File: config.mk
export PLATFORM = sky130hd
export DESIGN_NAME = tetris_grid
export DESIGN_NICKNAME = d
export VERILOG_FILES = /design/src/rtl/tetris_pkg.sv /design/src/rtl/grid_clear_ctrl.sv /design/src/rtl/tetris_grid.sv
export SDC_FILE = /design/constraint.sdc
export NUM_CORES = 1
export LEC_CHECK = 0
export ABC_CLOCK_PERIOD_IN_PS = 2080
export CAP_MARGIN = 20
export CORE_UTILIZATION = 62
export DETAILED_ROUTE_END_ITERATION = 10
export MAX_ROUTING_LAYER = met4
export PLACE_DENSITY_LB_ADDON = 0.12
export SETUP_SLACK_MARGIN = 0.05
export SLEW_MARGIN = 20
export SYNTH_ARGS = -nofsm -noshare
export SYNTH_HDL_FRONTEND = slang
export SYNTH_SLANG_ARGS = --single-unit
File: constraint.sdc
create_clock -name gfx_clk -period 2.08 [get_ports gfx_clk]
set_input_delay 0.208 -clock gfx_clk [delete_from_list [all_inputs] [get_ports gfx_clk]]
set_output_delay 0.208 -clock gfx_clk [all_outputs]
set_load 0.005 [all_outputs]
File: src/rtl/tetris_pkg.sv
// tetris_pkg: shared constants and types for the Tetris playfield.
//   GRID_ROWS / GRID_COLS / GRID_AW : playfield geometry and row address width
//   grid_state_t                    : line-clear engine states
//   COLOR_*                         : 12-bit RGB colours used by the video stage
package tetris_pkg;

    localparam int GRID_ROWS = 20;
    localparam int GRID_COLS = 14;
    localparam int GRID_AW   = 5;

    typedef enum logic [1:0] {
        IDLE,
        CHECK,
        SHIFT,
        DONE
    } grid_state_t;

    localparam logic [11:0] COLOR_EMPTY  = 12'h000;
    localparam logic [11:0] COLOR_BLOCK  = 12'h0CF;
    localparam logic [11:0] COLOR_BORDER = 12'h888;

endpackage

File: src/rtl/grid_clear_ctrl.sv
// grid_clear_ctrl: line-clear sequencer for tetris_grid.
// Walks rows bottom-up (r), and for each full row shifts everything above it
// down by one (s walks from r to 0), zero-filling row 0 at the end.
// Built only when TETRIS_GRID_LINE_CLEAR_EN is defined; otherwise all outputs
// are tied low and clr_start is ignored.
// Ports:
//   gfx_clk, rst  : clock, synchronous active-high reset
//   clr_start     : start a sweep (accepted in IDLE only)
//   row_full      : parent's all-ones flag for grid[row_sel]
//   row_sel       : row under test (CHECK) or shift destination (SHIFT)
//   shift_en      : copy row_sel-1 into row_sel
//   zero_en       : clear row 0 (last step of a shift)
//   busy          : sweep in progress
//   clr_done      : one-cycle pulse in DONE
//   lines         : rows removed by the last sweep
module grid_clear_ctrl
    import tetris_pkg::*;
#(
    parameter int ROWS = GRID_ROWS,
    parameter int AW   = GRID_AW
) (
    input  logic          gfx_clk,
    input  logic          rst,
    input  logic          clr_start,
    input  logic          row_full,
    output logic [AW-1:0] row_sel,
    output logic          shift_en,
    output logic          zero_en,
    output logic          busy,
    output logic          clr_done,
    output logic [4:0]    lines
);

`ifdef TETRIS_GRID_LINE_CLEAR_EN
    grid_state_t   state;
    logic [AW-1:0] r;
    logic [AW-1:0] s;

    assign row_sel  = (state == SHIFT) ? s : r;
    assign shift_en = (state == SHIFT) && (s != '0);
    assign zero_en  = (state == SHIFT) && (s == '0);

    // busy/clr_done are registered alongside the state so they match
    // (state != IDLE) and (state == DONE) exactly.
    always_ff @(posedge gfx_clk) begin
        if (rst) begin
            state    <= IDLE;
            r        <= '0;
            s        <= '0;
            lines    <= '0;
            busy     <= 1'b0;
            clr_done <= 1'b0;
        end else begin
            clr_done <= 1'b0;
            case (state)
                IDLE: begin
                    if (clr_start) begin
                        state <= CHECK;
                        r     <= AW'(ROWS - 1);
                        lines <= '0;
                        busy  <= 1'b1;
                    end
                end
                CHECK: begin
                    if (row_full) begin
                        lines <= lines + 1'b1;
                        s     <= r;
                        state <= SHIFT;
                    end else if (r == '0) begin
                        state    <= DONE;
                        clr_done <= 1'b1;
                    end else begin
                        r <= r - 1'b1;
                    end
                end
                SHIFT: begin
                    // r is left alone so the row that dropped into r is re-checked
                    if (s != '0) s <= s - 1'b1;
                    else         state <= CHECK;
                end
                DONE: begin
                    state <= IDLE;
                    busy  <= 1'b0;
                end
                default: begin
                    state <= IDLE;
                    busy  <= 1'b0;
                end
            endcase
        end
    end
`else
    logic unused_ctrl;
    assign unused_ctrl = ^{gfx_clk, rst, clr_start, row_full};

    assign row_sel  = '0;
    assign shift_en = 1'b0;
    assign zero_en  = 1'b0;
    assign busy     = 1'b0;
    assign clr_done = 1'b0;
    assign lines    = '0;
`endif

endmodule

File: src/rtl/tetris_grid.sv
// tetris_grid: ROWS x COLS occupancy grid for the Tetris display pipeline.
// Registered read port for the video stage, row write/merge port for game
// logic, and an optional line-clear engine (grid_clear_ctrl), enabled with
// TETRIS_GRID_LINE_CLEAR_EN.
// Ports:
//   gfx_clk, rst      : clock, synchronous active-high reset
//   vid_addr/vid_data : row read, 1-cycle latency, out-of-range reads give 0
//   wr_en/wr_row/wr_data/wr_merge : row write (overwrite or OR-merge),
//                       dropped while busy or when wr_row >= ROWS
//   clr_start         : start a line-clear sweep
//   busy/clr_done/lines : sweep status and removed-row count
module tetris_grid
    import tetris_pkg::*;
#(
    parameter int ROWS = GRID_ROWS,
    parameter int COLS = GRID_COLS,
    parameter int AW   = GRID_AW
) (
    input  logic            gfx_clk,
    input  logic            rst,
    input  logic [AW-1:0]   vid_addr,
    output logic [0:COLS-1] vid_data,
    input  logic            wr_en,
    input  logic [AW-1:0]   wr_row,
    input  logic [0:COLS-1] wr_data,
    input  logic            wr_merge,
    input  logic            clr_start,
    output logic            busy,
    output logic            clr_done,
    output logic [4:0]      lines
);

    logic [0:COLS-1] grid  [ROWS];
    logic [0:COLS-1] above [ROWS];   // shift source for each row; row 0 takes zeros
    logic [AW-1:0]   row_sel;
    logic            row_full;
    logic            shift_en;
    logic            zero_en;
    logic            wr_hit;

    assign row_full = &grid[row_sel];
    assign wr_hit   = wr_en && !busy && (wr_row < AW'(ROWS));

    always_comb begin
        above[0] = '0;
        for (int i = 1; i < ROWS; i++) above[i] = grid[i-1];
    end

    // Writes only happen in IDLE and shifts only in SHIFT, so the two
    // update paths never compete for a row.
    always_ff @(posedge gfx_clk) begin
        if (rst) begin
            for (int i = 0; i < ROWS; i++) grid[i] <= '0;
            vid_data <= '0;
        end else begin
            for (int i = 0; i < ROWS; i++) begin
                if (wr_hit && wr_row == AW'(i))
                    grid[i] <= wr_merge ? (grid[i] | wr_data) : wr_data;
                else if ((shift_en || zero_en) && row_sel == AW'(i))
                    grid[i] <= above[i];
            end
            vid_data <= (vid_addr < AW'(ROWS)) ? grid[vid_addr] : '0;
        end
    end

    grid_clear_ctrl #(
        .ROWS (ROWS),
        .AW   (AW)
    ) u_ctrl (
        .gfx_clk   (gfx_clk),
        .rst       (rst),
        .clr_start (clr_start),
        .row_full  (row_full),
        .row_sel   (row_sel),
        .shift_en  (shift_en),
        .zero_en   (zero_en),
        .busy      (busy),
        .clr_done  (clr_done),
        .lines     (lines)
    );

endmodule
* After elaboration in Yosys (flattened, before gate mapping)
Memories as Yosys holds them, arrays and structs flattened. A register that Yosys moved wholly into a read port is not among the register bits.
Index checks and enable logic that the tools add are counted.
** Storage, ports and cells
- RAM bits :: 280
- Word-level logic and storage cells :: 188
- Input port bits :: 29
- Memories kept :: 1
- Register bits after elaboration :: 0
- Output and inout bits :: 21
** Memory list
- grid :: words 20, width 14, read ports 21, clocked after memory_dff 1, write ports 20, RTL line tetris_grid.sv:33 : logic [0:COLS-1] grid [ROWS];
** Cells by class
- Muxes and demuxes :: 102
- Eq/ne operators :: 19
- Reduce and logical (&&, ||, !) cells :: 23
- Bitwise gates (word level) :: 41
- Order comparisons :: 2
** Operators with widths (count)
- $mux 14 :: 40
- $or 14x14->14 :: 20
- $mux 1 :: 62
- $eq 5x4->1 const B :: 8
- $logic_and 1x1->1 :: 21
- $eq 5x3->1 const B :: 4
- $eq 5x5->1 const B :: 4
- $or 1x1->1 :: 20
- $eq 5x2->1 const B :: 2
- $lt 5x5->1 const B :: 2
- $eq 5x1->1 const B :: 1
- $logic_not 5->1 :: 1
- $reduce_or 2->1 :: 1
- $not 1->1 :: 1

* Logic depth before layout (Yosys ltp)
- Depth after elaboration :: 7
- Depth in mapped cells :: 8
- Gate-level depth less buffers :: 4

* Modules after synthesis
A second synthesis with hierarchy kept.
** Unflattened totals
- Cell total of the unflattened synthesis :: 1558
- Area total of the unflattened synthesis :: 18453.9 µm²
** By module, submodules not included
- tetris_grid :: instances 1, cells an instance 1543, area an instance 18345.1 µm², sequential area each 8688.3 µm²
- grid_clear_ctrl :: instances 1, cells an instance 15, area an instance 108.9 µm², sequential area each 0.0 µm²

* Least setup slack after synthesis
OpenSTA, ideal clock, no wires.
- Kind :: input to register
- Start :: input rst
- End :: memory grid[17][0] (netlist bit), enable pin
- Stages :: 3
- Data required time :: 1.723 ns
- Path buffers :: 2
- Slack :: 0.481 ns
- Arrival time :: 1.243 ns
- Setup time :: 0.357 ns
- Cells stage by stage :: clkbuf_1 -> clkbuf_1 -> a21o_1
** RTL lines
- start, declared :: RTL line tetris_grid.sv:20 : input logic rst,
- end, declared :: RTL line tetris_grid.sv:33

* Final worst setup path
- Start :: input vid_addr[3]
- End :: register vid_data[5] (netlist bit) (read register of grid)
** Between the ends
- Longest elaborated chain between the ends :: 3
** Ends and longest elaborated chain
- start, declared :: RTL line tetris_grid.sv:21 : input logic [AW-1:0] vid_addr,
- $lt 5x5->1 :: RTL line tetris_grid.sv:62 : vid_data <= (vid_addr < AW'(ROWS)) ? grid[vid_addr] : '0;
- $not 1->1 (no line)
- $reduce_or 2->1 (no line)
- end, declared :: RTL line tetris_grid.sv:22 : output logic [0:COLS-1] vid_data,
Several ways; a longest one is shown, not always the timed one.

==> results by group <==
Routing
  • DR WL/cell: between 20 and 30 um
  • Drt total wl: about 39 mm
  • Vias per cell: ~6.6
  • Initial DRT Pass Iterations: 8
  • Drt drc: 0
  • Detailed Route Iter0 Violations: around 1,300
  • Post-detailed-route count of antenna-violating nets: 0
  • Vias: 10,380

Synth
  • Synthesized area: between 10,000 and 15,000 um2
  • Main synth FF type: edfxtp_1
  • Top area cells in the synthesized netlist: edfxtp_1 59%, a21oi_1 9.8%, nor2_1 7.4%, mux4_2 5.5%, mux4_1 3.7%
  • Seq/Total Area, Yosys: 0.6068
  • Post-synth EDFFs: 280
  • Synth cell types: 39
  • Register bit total from synthesis: between 200 and 300
  • Avg Cell Area, Syn: around 12 um2
  • Area share of the largest cell type after synthesis: 0.5872
  • Mapped Cells: about 1,200
  • Post-synthesis async set-or-reset flop share: 0
  • Synth Warn #: 0
  • Cell accounting for the most synthesized area: edfxtp_1

Timing
  • Final Critical Period: 1.908 ns
  • Post-route setup TNS: 0 ns
  • RSZ-0062 raised after global routing: false
  • Endpoints failing setup: 0
  • Post-route setup slack: roughly 0.17 ns
  • Max Freq: 524.2 MHz
  • Final hold violation count: 0
  • Worst slew pin tran: approximately 0.63 ns
  • Minimum hold slack: around 0.34 ns
  • Period utilization: 0.9171
  • Max-slew violations: 0
  • Clock skew: around 0.011 ns
  • Worst rel slew slack: 0.5782

Setup path
  • CP arrival: approximately 2.4 ns
  • Top Family by Delay on Critical Path: compound AO/OA/AOI/OAI gates
  • CP max stage delay: 0.57 ns
  • CP Cell Sequence: clkdlybuf4s50_1, nand3b_1, o22ai_1, a211oi_1, buf_4, a221oi_2
  • Worst setup SP type: input port
  • Stages on the worst setup path: 6
  • Critical Path Source: vid_addr[3]
  • Worst Setup Path Type: in -> reg
  • Slowest library cell on the worst path: nand3b_1
  • Top fanout value on the critical path: 13
  • Worst path bufs/invs: 2
  • Worst reg2reg path depth: 4
  • CP required: around 2.6 ns
  • Worst r2r src: grid[13][12]
  • Crit end category: register

CTS
  • CTS resizes: 0
  • Clk pin slew, worst setup/hold paths: around 0.06 ns
  • Clock Latency Late Sink: 0.56 ns
  • CTS tree: built
  • Clk root buf: clkbuf_16
  • CTS Sinks: 294
  • Total CTS buffers: 31
  • CTS H-tree depth: 1
  • Number of hold buffers added after cts: 0
  • Max Buffers Root-to-Sink: 3
  • Post-CTS setup buffers: 0

Finish
  • Layout cell share with drive strength beyond 1: 0.1650
  • Nets: roughly 1,300
  • Filler Cell Count: around 1,500
  • Layout Utilization: 0.7341
  • Layout Cells excl Fill: around 1,600
  • Multi-input gate area in the final layout: between 5000 and 6000 um2
  • Design area: approximately 17,000 um2
  • Commonest non-fill, non-tap cell in the layout: nor2_1
  • Sequential Area: 8688 um2
  • Area grow syn2layout: 16.07%
  • Commonest cells after routing, fill and taps aside: 284 x nor2_1, 280 x a21oi_1, 280 x edfxtp_1

Global route
  • Total GRT Usage: 0.3519
  • Global route total overflow: 0
  • Initial antenna violation count: 1
  • First-pass GRT wire length: 59.97 mm
  • Largest net degree at the start of global routing: 70
  • Vias in the first global route: 10,020

Placement
  • Placed Area: around 16,000 um2
  • Routability cong.: 0.9832
  • Post-DP HPWL: 24.66 mm
  • Inst Count DP: about 1,500
  • IO Port Bufs: slightly above 40
  • Pre-CTS setup slack: -0.2451 ns

Floorplan
  • Initial Util: 0.6324
  • Die area: 23,710 um2
  • Die Y: 154.0 um
  • Row Count: 55
  • I/O Pins: 50
  • Die Span X: ~150 um
  • Placeable Area: approximately 23,000 um2

Hold path
  • Hold Path Cell Cnt: 3
  • Min-delay src: rst
  • Hold Crit Class: in -> reg

Power and ir drop
  • Tot Pwr: between 10 and 15 mW
  • Leakage: roughly 6 nW
  • Max VDD drop: 0.0007927 V
  • Cell area power density: approximately 820 nW/um2

Job
  • Max-Cap Viols: 0

Status
  • Status: completed
==> worst paths after layout <==
kind                 end  slack (ns)
min          vid_data[2]        0.34
max          vid_data[5]        0.17
min reg2reg  grid[16][4]        0.59
max reg2reg  vid_data[1]        0.24
==> worst min-delay path, stage by stage <==
cell and delay [ns]:
buf_2 0.19, buf_4 0.26, a221oi_2 0.18
==> state kept, by name (all words and copies together), names as in the netlist <==
name / count
vid_data: 14
grid: 280
==> per-layer routing <==
layer | GRT usage | share of wire | up-vias
met5 | - | 0 | -
met4 | 0.1400 | 0.038 | 0
met3 | 0.07441 | 0.11 | 82
met2 | 0.5253 | 0.47 | 671
met1 | 0.4766 | 0.38 | 5055
li1 | - | - | 4572
==> where the power goes <==
part | total, mW | switching, mW | internal, mW
logic | 1.44 | 0.850 | 0.593
registers | 6.86 | 0.129 | 6.73
clock network | 5.30 | 2.33 | 2.97
total | 13.6 | 3.31 | 10.3
==> kinds of logic after synthesis <==
family | Yosys count | synth area share
AOI/OAI and AO/OA | 354 | 0.1419
buffers and inverters | 120 | 0.04308
DFF | 294 | 0.6068
muxes | 85 | 0.1127
other | 1 | 0.0002619
and+or+nand+nor | 341 | 0.09525
==> cell usage after synthesis, types with 2 or more instances <==
library cell  number
a31o_2             5
nand3b_1           3
mux2i_1           30
nand2_1           33
dfxtp_1           14
a21oi_1          280
buf_12             2
a221oi_1           3
mux4_1            20
a211oi_1          13
buf_4             13
and2b_1            3
buf_6              4
buf_2             17
a22oi_1           12
mux4_2            35
clkbuf_1          80
nand3_1            3
o22ai_1           13
a221oi_2          10
edfxtp_1         280
buf_8              3
nor2b_1            2
nor2_2             2
nand2b_1           2
nor2_1           284
a21o_1            15
nor3_2             2
nor3_1             2
==> cell type report <==
class | count | share of cell area
Tap cell | 285 | 0.02146
Clock buffer | 33 | 0.04713
Multi-Input combinational cell | 787 | 0.3030
Timing Repair Buffer | 141 | 0.09463
Sequential cell | 294 | 0.5228
Antenna cell | 1 | 0.0001506
Clock inverter | 24 | 0.01084
Note: power is estimated with default switching activity, not from simulation.
==> variant 1 (same settings) <==
Register the output `lines`, with the module's reset; this adds one clock of latency there. The other outputs are not delayed to match.
--- a/src/rtl/tetris_grid.sv
+++ b/src/rtl/tetris_grid.sv
@@ -30,4 +30,6 @@
     output logic [4:0]      lines
 );
+
+    logic [4:0] lines_d;
 
     logic [0:COLS-1] grid  [ROWS];
@@ -77,6 +79,14 @@
         .busy      (busy),
         .clr_done  (clr_done),
-        .lines     (lines)
+        .lines     (lines_d)
     );
 
+    always_ff @(posedge gfx_clk) begin
+        if (rst) begin
+            lines <= '0;
+        end else begin
+            lines <= lines_d;
+        end
+    end
+
 endmodule
Function: no difference found for any inputs over 4 cycles, from zero or initial values; that may be too few to reach the edited logic, so the function may still have changed.
==> variant 1 against the unedited design <==
Sequential cell count did not move; non-clock buffer count rose by 4; register-to-register slack improved by 0.12 ns; highest routed layer unchanged; total power fell by 1.3%; routed wire length fell by 1.1%; worst setup slack improved by 0.019 ns; critical endpoint is now vid_data[9]; final area fell by 0.40%; area after synthesis fell by 0.26%; die area fell by 0.26%.
==> variant 1: results (changes against the unedited design) <==
Global route
  – Vias in the first global route: 9959 (-0.62%)
  – Pin count of the biggest net entering global routing: 81 (+16%)
  – Antenna violations before repair: 0 (-1)
  – GRT overflow: 0 (unchanged)
  – Met1 Use GR: 0.4711 (-0.005542)
  – First-pass GRT wire length: 59.04 mm (-1.6%)
  – Global Route met2 Usage: 0.5426 (+0.01732)
  – All-Layer GR Usage: 0.3460 (-0.005924)
  – GRT met3 Usage: 0.05073 (-0.02368)

Worst hold path
  – Worst hold path stage count: 3 (unchanged)
  – Worst min-delay path class: in2reg

Cells and area
  – Top Registers: grid x280, vid_data x14
  – Final nets: 1288 (+0.31%)
  – Antenna Cells: 0 (-1)
  – Layout cells sized above 1: 0.1638 (-0.001166)

Logic synthesis
  – Cell variety after synth: 37 (-5.1%)
  – Synth top area cells: edfxtp_1 59%, a21oi_1 9.8%, nor2_1 7.5%, mux4_2 6.6%, mux4_1 2.4%
  – Seq/Total Area, Yosys: 0.6084 (+0.001595)
  – Post-synth EDFFs: 280 (unchanged)
  – Most instantiated cells after synthesis: 286 x nor2_1, 280 x a21oi_1, 280 x edfxtp_1

Clocking
  – Post-CTS sizing: 0 (unchanged)
  – Clk root buf: clkbuf_16
  – CTS clk-pin slew, worst paths: 0.06 ns (about the same)
  – CTS max path bufs: 3 (unchanged)
  – CTS H-tree lvls: 1 (unchanged)

STA
  – Clock skew: 0.009067 ns (-0.002377 ns)
  – Worst rel slew slack: 0.5774 (-0.0008570)

Detailed routing
  – Metal-1 WL: 15.51 mm (+4.2%)
  – Met2 wire length: 18.76 mm (+1.8%)
  – Via Count: 10.27k (-1.1%)
  – Met3 wire len: 3.317 mm (-25%)
  – Number of DRC markers in iteration 0: 1042 (-17%)
  – Top routing layer used: met4
  – Initial DRT Pass Iterations: 5 (-3)
  – Detailed-route wire length: 38.83 mm (-1.1%)

Placed design
  – IO Port Bufs: 41 (unchanged)
  – HPWL Detailed: 25.15 mm (+2.0%)
  – Minimum setup slack after placement: -0.2777 ns (-0.03261 ns)
  – Gpl congestion: 0.9341 (-5.0%)

Status
  – Status: completed

Power and ir drop
  – Lkg Pwr: 6.144 nW (-0.38%)
  – VDD IR max: 0.7381 mV (-6.9%)

Critical path
  – Crit path DAT: 2.30 ns (-0.08 ns)
  – R2r worst-path depth: 3 (-1)
-- variant 1: metrics by stage --
step                power (mW)  instances  TNS (ns)  instance area [µm²]
CTS                      13.43       1567         0                16550
global route             13.74       1567         0                16550
floorplan                7.777       1201         0                14300
global placement         8.362       1511    -2.002                15630
finish                   13.42       1567         0                16550
detailed placement       8.394       1511    -2.118                15630
-- variant 1: final cells by class --
type / instances / area [µm²]
Sequential cell: 294 / 8688
Fill cell: 1553 / 6087
Multi-Input combinational cell: 787 / 5002
Timing Repair Buffer: 145 / 1583
Clock buffer: 44 / 844.6
Tap cell: 285 / 356.6
Clock inverter: 12 / 78.83
-- variant 1: power breakdown --
group	total (mW)	leakage, nW	internal, mW	switching [mW]
clock network	5.12	0.455	2.92	2.20
registers	6.87	3.01	6.73	0.134
logic	1.43	2.68	0.595	0.839
-- variant 1: path summary, 6_finish.rpt --
kind | to | slack [ns] | startpoint
worst max-delay path | vid_data[9] | 0.19 | vid_addr[3]
worst min-delay path | vid_data[10] | 0.29 | rst
worst max register to register | vid_data[1] | 0.36 | grid[9][12]
worst min register to register | grid[9][3] | 0.59 | grid[9][3]
-- variant 1: worst max-delay path, cell delays in order --
cell and delay (ns):
clkdlybuf4s50_1 0.59, or3b_4 0.55, o22ai_1 0.40, a211oi_1 0.12, a221oi_1 0.43
-- variant 1: logic make-up (layout without fill, tap and decap cells) --
kind of cell           after synthesis  in the layout  synth area share
AND/OR/NAND/NOR                    341            341           0.09515
flip-flops                         294            294            0.6084
other                                1              7         0.0002626
multiplexers                        85             85            0.1112
AO/OA/AOI/OAI                      354            354            0.1419
buffers and inverters              120            201           0.04310
==> variant 2 (config.mk and constraints unchanged) <==
Without the edit above. The option `TETRIS_GRID_LINE_CLEAR_EN` is turned on by a define.
--- a/src/rtl/grid_clear_ctrl.sv
+++ b/src/rtl/grid_clear_ctrl.sv
@@ -14,4 +14,6 @@
 //   clr_done      : one-cycle pulse in DONE
 //   lines         : rows removed by the last sweep
+`define TETRIS_GRID_LINE_CLEAR_EN
+
 module grid_clear_ctrl
     import tetris_pkg::*;
Function: changed (Yosys sat finds a counterexample within 4 cycles, from zero or initial values and one cycle with rst high).
==> variant 2 against the unedited design <==
The run now fails in 5_1_grt; area after synthesis grew 28%.
==> variant 2: results (changes against the unedited design) <==
Status
  – Status: aborted with a tool error
  – Stage reached: 5_1_grt
  – First error: [ERROR GRT-0232] Routing congestion too high. Check the congestion heatmap in the GUI.

Clocking
  – CTS Buf Count: 35 (+13%)
  – CTS max path bufs: 3 (unchanged)
  – Clk root buf: clkbuf_16
  – CTS H-tree lvls: 2 (+1)

Logic synthesis
  – Ys Warns: 0 (unchanged)
  – Post-synth EDFFs: 280 (unchanged)
  – XOR/XNOR Fraction of Synth Area: 0.0004790 (+0.0004790)
  – Post-synthesis register bit count: 313 (+6.5%)
  – Most instantiated cells after synthesis: 335 x a21oi_1, 280 x edfxtp_1, 216 x o21ai_0
  – Seq/Total Area, Yosys: 0.4960 (-0.1108)
  – Cell variety after synth: 74 (+90%)
  – Post-synthesis mux area share: 0.1174 (+0.004707)
  – Post-synth ARST share: 0 (unchanged)
  – Syn Inst Count: 1802 (+51%)
  – Synth top area cells: edfxtp_1 46%, mux4_2 10%, a21oi_1 9.2%, o21ai_0 5.9%, nand2_1 4.4%
  – Post-synthesis adder-cell area fraction: 0.003422 (+0.003422)
  – Compound-Gate Fraction of Synth Area: 0.2221 (+0.08022)

Placed design
  – HPWL Detailed: 51.74 mm (+110%)
  – Dpl cells: 2579 (+71%)
  – IO Port Bufs: 49 (+20%)
  – Gpl congestion: 1.127 (+15%)
  – Placed Area: 23010 µm² (+47%)
  – Minimum setup slack after placement: -0.9539 ns (-0.7088 ns)

Floorplanning
  – Cell Rows: 62 (+13%)

Global route
  – Pin count of the biggest net entering global routing: 66
  – All-Layer GR Usage: 0.7813
  – GRT overflow: 14

STA
  – Worst EP kind: register data pin
  – Worst_ep grt: u_ctrl.s[0]$_SDFFE_PP0P_/D
==> variant 2: cell types whose count changed after synthesis, sizes merged, moves of 48 or more <==
| cell | delta |
|---|---|
| o21ai | +217 |
| nand2 | +181 |
| nor2 | -151 |
| a211oi | +62 |
| clkbuf | +48 |
| a21oi | +55 |
==> variant 2: repair_timing <==
action | in CTS
setup buffers | 69
resized for setup | 347
pin swaps | 82
gates cloned | 19
setup endpoints to repair | 567
==> variant 2: logic make-up after synthesis <==
family                   count (synthesis)
AO/OA/AOI/OAI                          713
buffers and inverters                  160
multiplexers                           108
flip-flops                             313
adder cells (fa/ha/maj)                  5
AND/OR/NAND/NOR                        502
XOR/XNOR                                 1
==> variant 2: routing by layer <==
| metal | GRT usage | GRT overflow |
|---|---|---|
| met1 | 0.7933 | 0 |
| met2 | 0.9305 | 5 |
| met3 | 0.5853 | 0 |
| met5 | - | - |
| met4 | 0.7518 | 9 |
==> variant 2: metrics by stage <==
stage	hold WS, ns	setup TNS [ns]
after detailed placement	0.5332	-218.64
after global placement	0.4867	-192.38
after CTS	0.3892	-227.83
after floorplan	0.4189	-99.14
